===== src/rtl/eer_pkg.sv =====
// Shared types for the reward datapath.
//   pkt_type_t : packet type codes carried between packetFilter, node data and reward engine
//   rwState_t  : reward_ctrl sequencer states
//   isRewardType() : true for the packet types that launch a reward job
package eer_pkg;

  typedef enum logic [2:0] {
    PKT_NONE    = 3'd0,
    PKT_HB      = 3'd1,
    PKT_CHE     = 3'd2,
    PKT_CLUSTER = 3'd3,
    PKT_MEMREQ  = 3'd4,
    PKT_INV     = 3'd5,
    PKT_DATA    = 3'd6
  } pkt_type_t;

  typedef enum logic [1:0] {
    ST_IDLE  = 2'd0,
    ST_ISSUE = 2'd1,
    ST_WAIT  = 2'd2,
    ST_TX    = 2'd3
  } rwState_t;

  // NONE and the unused code 3'd7 never start a job.
  function automatic logic isRewardType(input logic [2:0] t);
    return (t >= 3'(PKT_HB)) && (t <= 3'(PKT_DATA));
  endfunction

endpackage


===== src/rtl/reward_ctrl_if.sv =====
// Handshake bundle around reward_ctrl.
//   rx_*        : receive path from packetFilter (valid/ready)
//   local_*     : level request from node data logic, grant pulse back
//   rw_*        : reward engine start, packet type, done pulse
//   tx_*        : built packet handoff to transmit path (valid/ready)
//   busy, timeout_err : status
// Modports: slave = reward_ctrl's view, master = surrounding logic's view.
interface reward_ctrl_if;

  logic       rx_valid;
  logic [2:0] rx_type;
  logic       rx_is_dest;
  logic       rx_ready;
  logic       local_req;
  logic       local_ack;
  logic       rw_en;
  logic [2:0] rw_pkt_type;
  logic       rw_done;
  logic       tx_valid;
  logic       tx_ready;
  logic       busy;
  logic       timeout_err;

  modport slave (
    input  rx_valid, rx_type, rx_is_dest, local_req, rw_done, tx_ready,
    output rx_ready, local_ack, rw_en, rw_pkt_type, tx_valid, busy, timeout_err
  );

  modport master (
    output rx_valid, rx_type, rx_is_dest, local_req, rw_done, tx_ready,
    input  rx_ready, local_ack, rw_en, rw_pkt_type, tx_valid, busy, timeout_err
  );

endinterface


===== src/rtl/reward_ctrl_arb.sv =====
// Arbiter between the rx path and the local data source.
// Qualifies/drops rx packets, keeps the rx streak counter and picks the grant.
// Ports:
//   clk, rst         : clock, async active-high reset
//   idle             : sequencer is in IDLE (and not in reset)
//   rxValid/rxType/rxIsDest : pending rx packet
//   localReq         : local data request (level)
//   rxReady          : rx packet consumed this cycle (grant or drop)
//   localAck         : local grant pulse
//   grantRx/grantLocal : job granted this cycle
module reward_ctrl_arb
  import eer_pkg::*;
#(
  parameter int MAX_RX_STREAK = 2
) (
  input  logic       clk,
  input  logic       rst,
  input  logic       idle,
  input  logic       rxValid,
  input  logic [2:0] rxType,
  input  logic       rxIsDest,
  input  logic       localReq,
  output logic       rxReady,
  output logic       localAck,
  output logic       grantRx,
  output logic       grantLocal
);

  localparam int STREAK_W = $clog2(MAX_RX_STREAK + 1);

  logic [STREAK_W-1:0] streak;
  logic                streakSat;
  logic                rxQual;
  logic                localWins;

  // DATA addressed to this node terminates here, so it is a drop, not a job.
  assign rxQual    = rxValid && isRewardType(rxType)
                     && !((rxType == 3'(PKT_DATA)) && rxIsDest);
  assign streakSat = (streak >= STREAK_W'(MAX_RX_STREAK));
  assign localWins = localReq && (!rxQual || streakSat);

  assign rxReady    = idle && rxValid && !localWins;
  assign grantRx    = idle && rxQual && !localWins;
  assign grantLocal = idle && localWins;
  assign localAck   = grantLocal;

  always_ff @(posedge clk or posedge rst) begin
    if (rst) begin
      streak <= '0;
    end else if (grantLocal) begin
      streak <= '0;
    end else if (grantRx && !streakSat) begin
      streak <= streak + 1'b1;
    end
  end

endmodule


===== src/rtl/reward_ctrl.sv =====
// Reward datapath sequencer: arbitrates rx/local jobs, fires the reward
// engine once per job, waits for done, then offers the packet to tx.
// Ports:
//   clk, rst : clock, async active-high reset
//   bus      : reward_ctrl_if.slave (rx, local, reward engine, tx, status)
// Optional feature: define REWARD_CTRL_TIMEOUT_EN to enable the WAIT-state
// watchdog (TIMEOUT_CYCLES); otherwise WAIT holds until rw_done.
module reward_ctrl
  import eer_pkg::*;
#(
  parameter int MAX_RX_STREAK  = 2,
  parameter int TIMEOUT_CYCLES = 64
) (
  input  logic          clk,
  input  logic          rst,
  reward_ctrl_if.slave  bus
);

  rwState_t   state, stateNext;
  logic [2:0] pktType, pktTypeNext;
  logic       idle;
  logic       grantRx, grantLocal;
  logic       wdExpire;

  // Gating with rst keeps rx_ready/local_ack low while reset is held.
  assign idle = (state == ST_IDLE) && !rst;

  reward_ctrl_arb #(
    .MAX_RX_STREAK(MAX_RX_STREAK)
  ) u_arb (
    .clk        (clk),
    .rst        (rst),
    .idle       (idle),
    .rxValid    (bus.rx_valid),
    .rxType     (bus.rx_type),
    .rxIsDest   (bus.rx_is_dest),
    .localReq   (bus.local_req),
    .rxReady    (bus.rx_ready),
    .localAck   (bus.local_ack),
    .grantRx    (grantRx),
    .grantLocal (grantLocal)
  );

`ifdef REWARD_CTRL_TIMEOUT_EN
  localparam int WD_W = $clog2(TIMEOUT_CYCLES + 1);

  logic [WD_W-1:0] wdCnt;

  // Counts completed WAIT cycles; zero in the first WAIT cycle, so the
  // TIMEOUT_CYCLES-th WAIT cycle is the expiry cycle.
  always_ff @(posedge clk or posedge rst) begin
    if (rst) begin
      wdCnt <= '0;
    end else if (state != ST_WAIT) begin
      wdCnt <= '0;
    end else begin
      wdCnt <= wdCnt + 1'b1;
    end
  end

  assign wdExpire        = (state == ST_WAIT) && (wdCnt == WD_W'(TIMEOUT_CYCLES - 1));
  assign bus.timeout_err = wdExpire && !bus.rw_done;
`else
  logic unusedTimeoutCfg;
  assign unusedTimeoutCfg = (TIMEOUT_CYCLES != 0);
  assign wdExpire         = 1'b0;
  assign bus.timeout_err  = 1'b0;
`endif

  always_ff @(posedge clk or posedge rst) begin
    if (rst) begin
      state   <= ST_IDLE;
      pktType <= 3'(PKT_NONE);
    end else begin
      state   <= stateNext;
      pktType <= pktTypeNext;
    end
  end

  always_comb begin
    stateNext   = state;
    pktTypeNext = pktType;
    case (state)
      ST_IDLE: begin
        if (grantLocal) begin
          stateNext   = ST_ISSUE;
          pktTypeNext = 3'(PKT_DATA);
        end else if (grantRx) begin
          stateNext   = ST_ISSUE;
          pktTypeNext = bus.rx_type;
        end
      end
      ST_ISSUE: stateNext = ST_WAIT;
      ST_WAIT: begin
        // done on the expiry cycle takes priority over the watchdog
        if (bus.rw_done) begin
          stateNext = ST_TX;
        end else if (wdExpire) begin
          stateNext   = ST_IDLE;
          pktTypeNext = 3'(PKT_NONE);
        end
      end
      ST_TX: begin
        if (bus.tx_ready) begin
          stateNext   = ST_IDLE;
          pktTypeNext = 3'(PKT_NONE);
        end
      end
      default: begin
        stateNext   = ST_IDLE;
        pktTypeNext = 3'(PKT_NONE);
      end
    endcase
  end

  assign bus.rw_en       = (state == ST_ISSUE);
  assign bus.tx_valid    = (state == ST_TX);
  assign bus.busy        = (state != ST_IDLE);
  assign bus.rw_pkt_type = pktType;

endmodule

===== src/flat_wrapper.sv =====
// flat-port wrapper written by rule: the top's interface ports become plain ports
module reward_ctrl_flat import eer_pkg::*;
#(
  parameter int MAX_RX_STREAK  = 2,
  parameter int TIMEOUT_CYCLES = 64
)
  (clk, rst, bus_rx_valid, bus_rx_type, bus_rx_is_dest, bus_local_req, bus_rw_done, bus_tx_ready, bus_rx_ready, bus_local_ack, bus_rw_en, bus_rw_pkt_type, bus_tx_valid, bus_busy, bus_timeout_err);
  reward_ctrl_if bus_i ();
  input  logic clk;
  input  logic rst;
  input wire logic [$bits(bus_i.rx_valid)-1:0] bus_rx_valid;
  input wire logic [$bits(bus_i.rx_type)-1:0] bus_rx_type;
  input wire logic [$bits(bus_i.rx_is_dest)-1:0] bus_rx_is_dest;
  input wire logic [$bits(bus_i.local_req)-1:0] bus_local_req;
  input wire logic [$bits(bus_i.rw_done)-1:0] bus_rw_done;
  input wire logic [$bits(bus_i.tx_ready)-1:0] bus_tx_ready;
  output wire logic [$bits(bus_i.rx_ready)-1:0] bus_rx_ready;
  output wire logic [$bits(bus_i.local_ack)-1:0] bus_local_ack;
  output wire logic [$bits(bus_i.rw_en)-1:0] bus_rw_en;
  output wire logic [$bits(bus_i.rw_pkt_type)-1:0] bus_rw_pkt_type;
  output wire logic [$bits(bus_i.tx_valid)-1:0] bus_tx_valid;
  output wire logic [$bits(bus_i.busy)-1:0] bus_busy;
  output wire logic [$bits(bus_i.timeout_err)-1:0] bus_timeout_err;
  assign bus_i.rx_valid = bus_rx_valid;
  assign bus_i.rx_type = bus_rx_type;
  assign bus_i.rx_is_dest = bus_rx_is_dest;
  assign bus_i.local_req = bus_local_req;
  assign bus_i.rw_done = bus_rw_done;
  assign bus_i.tx_ready = bus_tx_ready;
  assign bus_rx_ready = bus_i.rx_ready;
  assign bus_local_ack = bus_i.local_ack;
  assign bus_rw_en = bus_i.rw_en;
  assign bus_rw_pkt_type = bus_i.rw_pkt_type;
  assign bus_tx_valid = bus_i.tx_valid;
  assign bus_busy = bus_i.busy;
  assign bus_timeout_err = bus_i.timeout_err;
  reward_ctrl #(.MAX_RX_STREAK(MAX_RX_STREAK), .TIMEOUT_CYCLES(TIMEOUT_CYCLES)) u_core (.clk(clk), .rst(rst), .bus(bus_i));
endmodule

===== config.mk =====
export PLATFORM = sky130hd
export DESIGN_NAME = reward_ctrl_flat
export DESIGN_NICKNAME = d
export VERILOG_FILES = /design/src/rtl/eer_pkg.sv /design/src/rtl/reward_ctrl_if.sv /design/src/rtl/reward_ctrl_arb.sv /design/src/rtl/reward_ctrl.sv /design/src/flat_wrapper.sv
export SDC_FILE = /design/constraint.sdc
export NUM_CORES = 1
export LEC_CHECK = 0
export CAP_MARGIN = 15
export CORE_AREA = 5 5 42 44
export DETAILED_ROUTE_END_ITERATION = 10
export DIE_AREA = 0 0 47 49
export GPL_TIMING_DRIVEN = 0
export PLACE_DENSITY_LB_ADDON = 0.2
export SLEW_MARGIN = 20
export SYNTH_ARGS = -nofsm -noshare
export SYNTH_HDL_FRONTEND = slang
export SYNTH_SLANG_ARGS = --single-unit

===== constraint.sdc =====
create_clock -name clk -period 2 [get_ports clk]
set_input_delay 0.4 -clock clk [delete_from_list [all_inputs] [get_ports clk]]
set_output_delay 0.4 -clock clk [all_outputs]
set_load 0.01 [all_outputs]

=== Word-level counts from Yosys, hierarchy flattened ===
Cells that the tools add are included.

* Bits in registers: 7
* Bits of input ports: 10
* Output and inout bits: 9
* Word-level logic and storage cells: 49

* Add/sub/neg operators: 1
* $lt $le $gt $ge: 3
* Equal/unequal tests: 7
* Mux-type cells: 11
* Reductions and logical operators: 24

{| class="wikitable"
|+ Operator list
! cell !! number
|-
| $logic_and 1x1->1 || 12
|-
| $mux 2 || 6
|-
| $mux 3 || 3
|-
| $pmux 2 s4 || 1
|-
| $pmux 3 s2 || 1
|-
| $reduce_and 3->1 || 2
|-
| $reduce_bool 2->1 || 3
|-
| $logic_not 1->1 || 5
|-
| $eq 2x2->1 const B || 2
|-
| $ne 2x2->1 const B || 2
|-
| $eq 3x3->1 const B || 1
|-
| $ge 3x1->1 const B || 1
|-
| $le 3x3->1 const B || 1
|-
| $ne 3x3->1 const B || 1
|-
| $add 2x1->2 const B || 1
|-
| $eq 2x1->1 const B || 1
|-
| $ge 2x2->1 const B || 1
|-
| $logic_not 2->1 || 1
|-
| $logic_or 1x1->1 || 1
|}

=== Longest topological paths before layout ===
* Word-level depth: 12
* Depth in mapped cells: 6
* Depth with buffers taken out: 6

=== Hierarchy ===
A second synthesis with hierarchy kept.

* Cell total of the unflattened synthesis: 53
* Area total of the unflattened synthesis: 560.5 um^2

{| class="wikitable"
|+ Modules (own cells, without submodules)
! module !! instances !! cells each !! area each (um^2)
|-
| reward_ctrl || 1 || 32 || 366.6
|-
| reward_ctrl_arb || 1 || 21 || 193.9
|}

=== Least setup slack after synthesis ===
OpenSTA, ideal clock, no wires.

* Path type: register to register
* Start: reg u_core.state[0]
* End: reg u_core.pktType[0] (netlist: u_core.bus.rw_pkt_type[0])
* Data arrival time: 1.532 ns
* Data required time: 1.875 ns
* Slack: 0.343 ns
* Cell stages (with the launch flop): 7
* Path buffers: 0
* Clock period less this slack: 1.657 ns
* Path through: dfrtp_1 > inv_1 > ha_1 > inv_1 > o21ai_0 > a21oi_1 > mux2_2

* Longest elaborated chain between the ends: 6

{| class="wikitable"
|+ Ends and longest elaborated chain
! what !! RTL line !! text
|-
| from (decl) || reward_ctrl.sv:19 || <nowiki>rwState_t state, stateNext;</nowiki>
|-
| from (signal assigned) || reward_ctrl.sv:75 || <nowiki>state <= stateNext;</nowiki>
|-
| $logic_not 2->1 || reward_ctrl.sv:26, reward_ctrl.sv:83 ||
|-
| $logic_and 1x1->1 || reward_ctrl.sv:26 || <nowiki>assign idle = (state == ST_IDLE) && !rst;</nowiki>
|-
| $logic_and 1x1->1 (2 in series) || reward_ctrl_arb.sv:43 || <nowiki>assign grantRx = idle && rxQual && !localWins;</nowiki>
|-
| $ne 3x3->1 (no line) || n/a ||
|-
| $reduce_and 3->1 (no line) || n/a ||
|-
| to (signal assigned) || reward_ctrl.sv:73 || <nowiki>pktType <= 3'(PKT_NONE);</nowiki>
|-
| to (signal assigned) || reward_ctrl.sv:76 || <nowiki>pktType <= pktTypeNext;</nowiki>
|-
| to (decl) || reward_ctrl.sv:20 || <nowiki>logic [2:0] pktType, pktTypeNext;</nowiki>
|}

Parallel ways exist; a longest one is shown, timed or not.
A chain may end at the register's enable or synchronous reset.

=== Final worst setup path ===
* Start: reg u_core.state[1]
* End: out bus_tx_valid

* Longest elaborated chain between the ends: 1

{| class="wikitable"
|+ Ends and longest elaborated chain
! what !! RTL line !! text
|-
| $eq 2x2->1 || reward_ctrl.sv:117 || <nowiki>assign bus.tx_valid = (state == ST_TX);</nowiki>
|-
| to (decl) || flat_wrapper.sv:21 || <nowiki>output wire logic [$bits(bus_i.tx_valid)-1:0] bus_tx_valid;</nowiki>
|}

Every way passes these cells.

==> metrics.json <==
{
  "netlist_area_sq_um": 531,
  "clk-insertion-delay-late_ns": 0.25,
  "tritoncts_num_sinks": 7,
  "finalCoreUtilization_pct": 57.8,
  "run_status": "finished clean",
  "grt_pass1_vias": 534,
  "antenna_violations_before_repair": 0,
  "synthDistinctLibCells": 25,
  "post_detailed_placement_half_perimeter_wirelength_microns": 915,
  "wire_length_of_the_first_global_routing_pass_microns": 2150,
  "cts.clk_slew.worst_paths_ns": 0.05,
  "timing.critical_path.from_type": "flip-flop",
  "post_synth_main_area_contributors": "dfrtp_1 33%, ha_1 14%, mux2_2 8.5%, inv_1 4.2%, nor2_1 3.5%",
  "io_pins": 19,
  "cts_inserted_buffers": 3,
  "worst_ir_drop_vdd_v": 0.000737,
  "postSynthRegisterBits": 7,
  "route.vias.total": 496,
  "setup.worst_path.class": "flip-flop to primary output",
  "globalRouteTotalUtil_pct": 12.6,
  "required_ns": 1.60,
  "worst_setup_path_end_kind": "primary output",
  "totalPowerFinal_mw": 1.08,
  "avgSynthCellArea_sq_um": 9.15,
  "finalSetupViolations": 0,
  "power.density_cell_area_nw_per_um2": 1340,
  "finalClockSkew_ns": 0.000952,
  "place.gp.congestion": 0.779,
  "final_period_minus_worst_setup_slack_ns": 1.91,
  "max_frequency_mhz": 523,
  "final_min_period_over_clock_period_pct": 95.5,
  "port_buffers": 17,
  "cp_data_arrival_time_ns": 1.51,
  "maximum_number_of_pins_on_one_net_before_global_route_repair": 9,
  "path_max_fanout": 4,
  "routed_wire_length_per_instance_microns": 12.3,
  "drt_drc_violations_left": 0,
  "synthCells": 58,
  "h_tree_levels": 1,
  "synth_largest_type_area_fraction_pct": 33.0,
  "fin_nets": 104,
  "clockBufferDepth": 2,
  "wl_microns": 1270,
  "globalRouteOverflowTotal": 0,
  "layout_common_cells": "10 x clkdlybuf4s50_1, 9 x buf_4, 7 x dfrtp_1, 5 x ha_1",
  "chipWidth_microns": 47,
  "commonest_non_fill_non_tap_cell_in_the_layout": "clkdlybuf4s50_1",
  "cts_root_buf": "clkbuf_4",
  "detailed_router_iteration_count_before_antenna_repair": 2,
  "synthToLayoutAreaGrowth_pct": 52.6,
  "drt.antenna.violating_nets": 0,
  "fp.coreArea_sq_um": 1400,
  "insertedDiodeCount": 0,
  "drt_iter0_drc": 7,
  "hold_path_class": "flip-flop to flip-flop",
  "grt_setup_unrepaired": "no",
  "share_of_the_yosys_chip_area_belonging_to_registers_pct": 33.0,
  "placementRows": 14,
  "tritoncts": "yes",
  "die-height_microns": 49,
  "die_area_sq_um": 2300,
  "static-leakage-power_nw": 0.399,
  "vias_per_cell": 4.82,
  "fraction_of_final_layout_cells_with_drive_strength_greater_than_1_pct": 29.9,
  "cts.hold.buffers_added": 0,
  "ys_warn_count": 0,
  "initial_core_util_pct": 37.9,
  "synth_area_leader_cell": "dfrtp_1",
  "drv_cap": 0,
  "finalHoldViolCount": 0,
  "synth_nets": 74,
  "final_max_slew_viol_count": 0
}
[critical path, cell delays in order (launching register included)]
cell             delay [ns]
dfrtp_1                0.41
ha_1                   0.28
clkdlybuf4s50_1        0.58
[per-stage QoR]
step / cell area (sq um) / hold WS, ns / setup slack [ns] / setup TNS, ns / instances
floorplan: 531 / 0.212 / 0.343 / 0 / 58
global placement: 721 / 0.492 / -0.597 / -1.92 / 91
detailed placement: 721 / 0.493 / -0.588 / -1.99 / 91
CTS: 796 / 0.495 / -0.00189 / -0.00189 / 102
global route: 810 / 0.524 / 0.0332 / 0 / 103
finish: 810 / 0.504 / 0.0894 / 0 / 103
[power by group]
group | internal, mW | switching [mW]
combinational | 0.390 | 0.298
sequential | 0.214 | 0.0544
clock | 0.0760 | 0.0500
[metal layers]
layer	track usage, %	vias up	wire length (microns)
met5	0	-	0
met4	9.22	0	19
met3	1.48	2	67
met2	18.6	11	626
met1	16.2	220	557
li1	-	263	-
[cell type report]
class / count / area, sq um
plain buffers: 1 / 7.51
multi-input cells: 44 / 337
clock buffers: 4 / 26.3
well taps: 16 / 20.0
repair buffers: 25 / 221
flip-flops and latches: 7 / 175
fillers: 141 / 592
inverters: 6 / 22.5
[synthesized netlist by cell type, drive strengths merged]
library cell,count
a21oi,3
inv,6
or4,1
a2bb2oi,1
nand3,1
conb,1
o211ai,1
buf,1
mux2,4
nor3,1
o21ai,3
nand3b,1
and4,1
a21o,1
or3,1
nor2b,3
nand2,4
nand2b,1
nor2,5
nand4,2
a22o,2
ha,6
dfrtp,7
o211a,1
[kinds of logic (layout without fill, tap and decap cells)]
group                    after synthesis  count (layout)  synth area share, %
AO/OA/AOI/OAI                         12              12                 15.6
adder cells (fa/ha/maj)                6               6                 14.2
buffers and inverters                  7              36                 5.66
flip-flops                             7               7                 33.0
multiplexers                           4               4                 8.49
other                                  1               1                0.707
AND/OR/NAND/NOR                       21              21                 22.4
[worst paths after layout]
| kind | startpoint | to | slack, ns | depth (start not counted) |
|---|---|---|---|---|
| worst min register to register | u_core.u_arb.streak[0] | u_core.u_arb.streak[0] | 0.50 | 1 |
| min in group asynchronous | rst | u_core.u_arb.streak[0] | 0.53 | 2 |
| worst min-delay path | u_core.u_arb.streak[0] | u_core.u_arb.streak[0] | 0.50 | 1 |
| worst max-delay path | u_core.state[1] | bus_tx_valid | 0.09 | 2 |
| worst max register to register | u_core.u_arb.streak[1] | u_core.bus.rw_pkt_type[1] | 0.18 | 8 |
| max in group asynchronous | rst | u_core.bus.rw_pkt_type[2] | 1.25 | 2 |
[flip-flops by register name, indices dropped and copies added (netlist names)]
name	flops
u_core.u_arb.streak	2
u_core.state	2
u_core.bus.rw_pkt_type	3
[what timing repair did]
action / CTS / global route
resized for setup: 11 / 8
hold endpoints to repair: 0 / 0
pin swaps: 3 / 2
endpoints found under the setup margin: 3 / 5
buffers inserted: 7 / 2
Power figures use the tool's default switching activity.
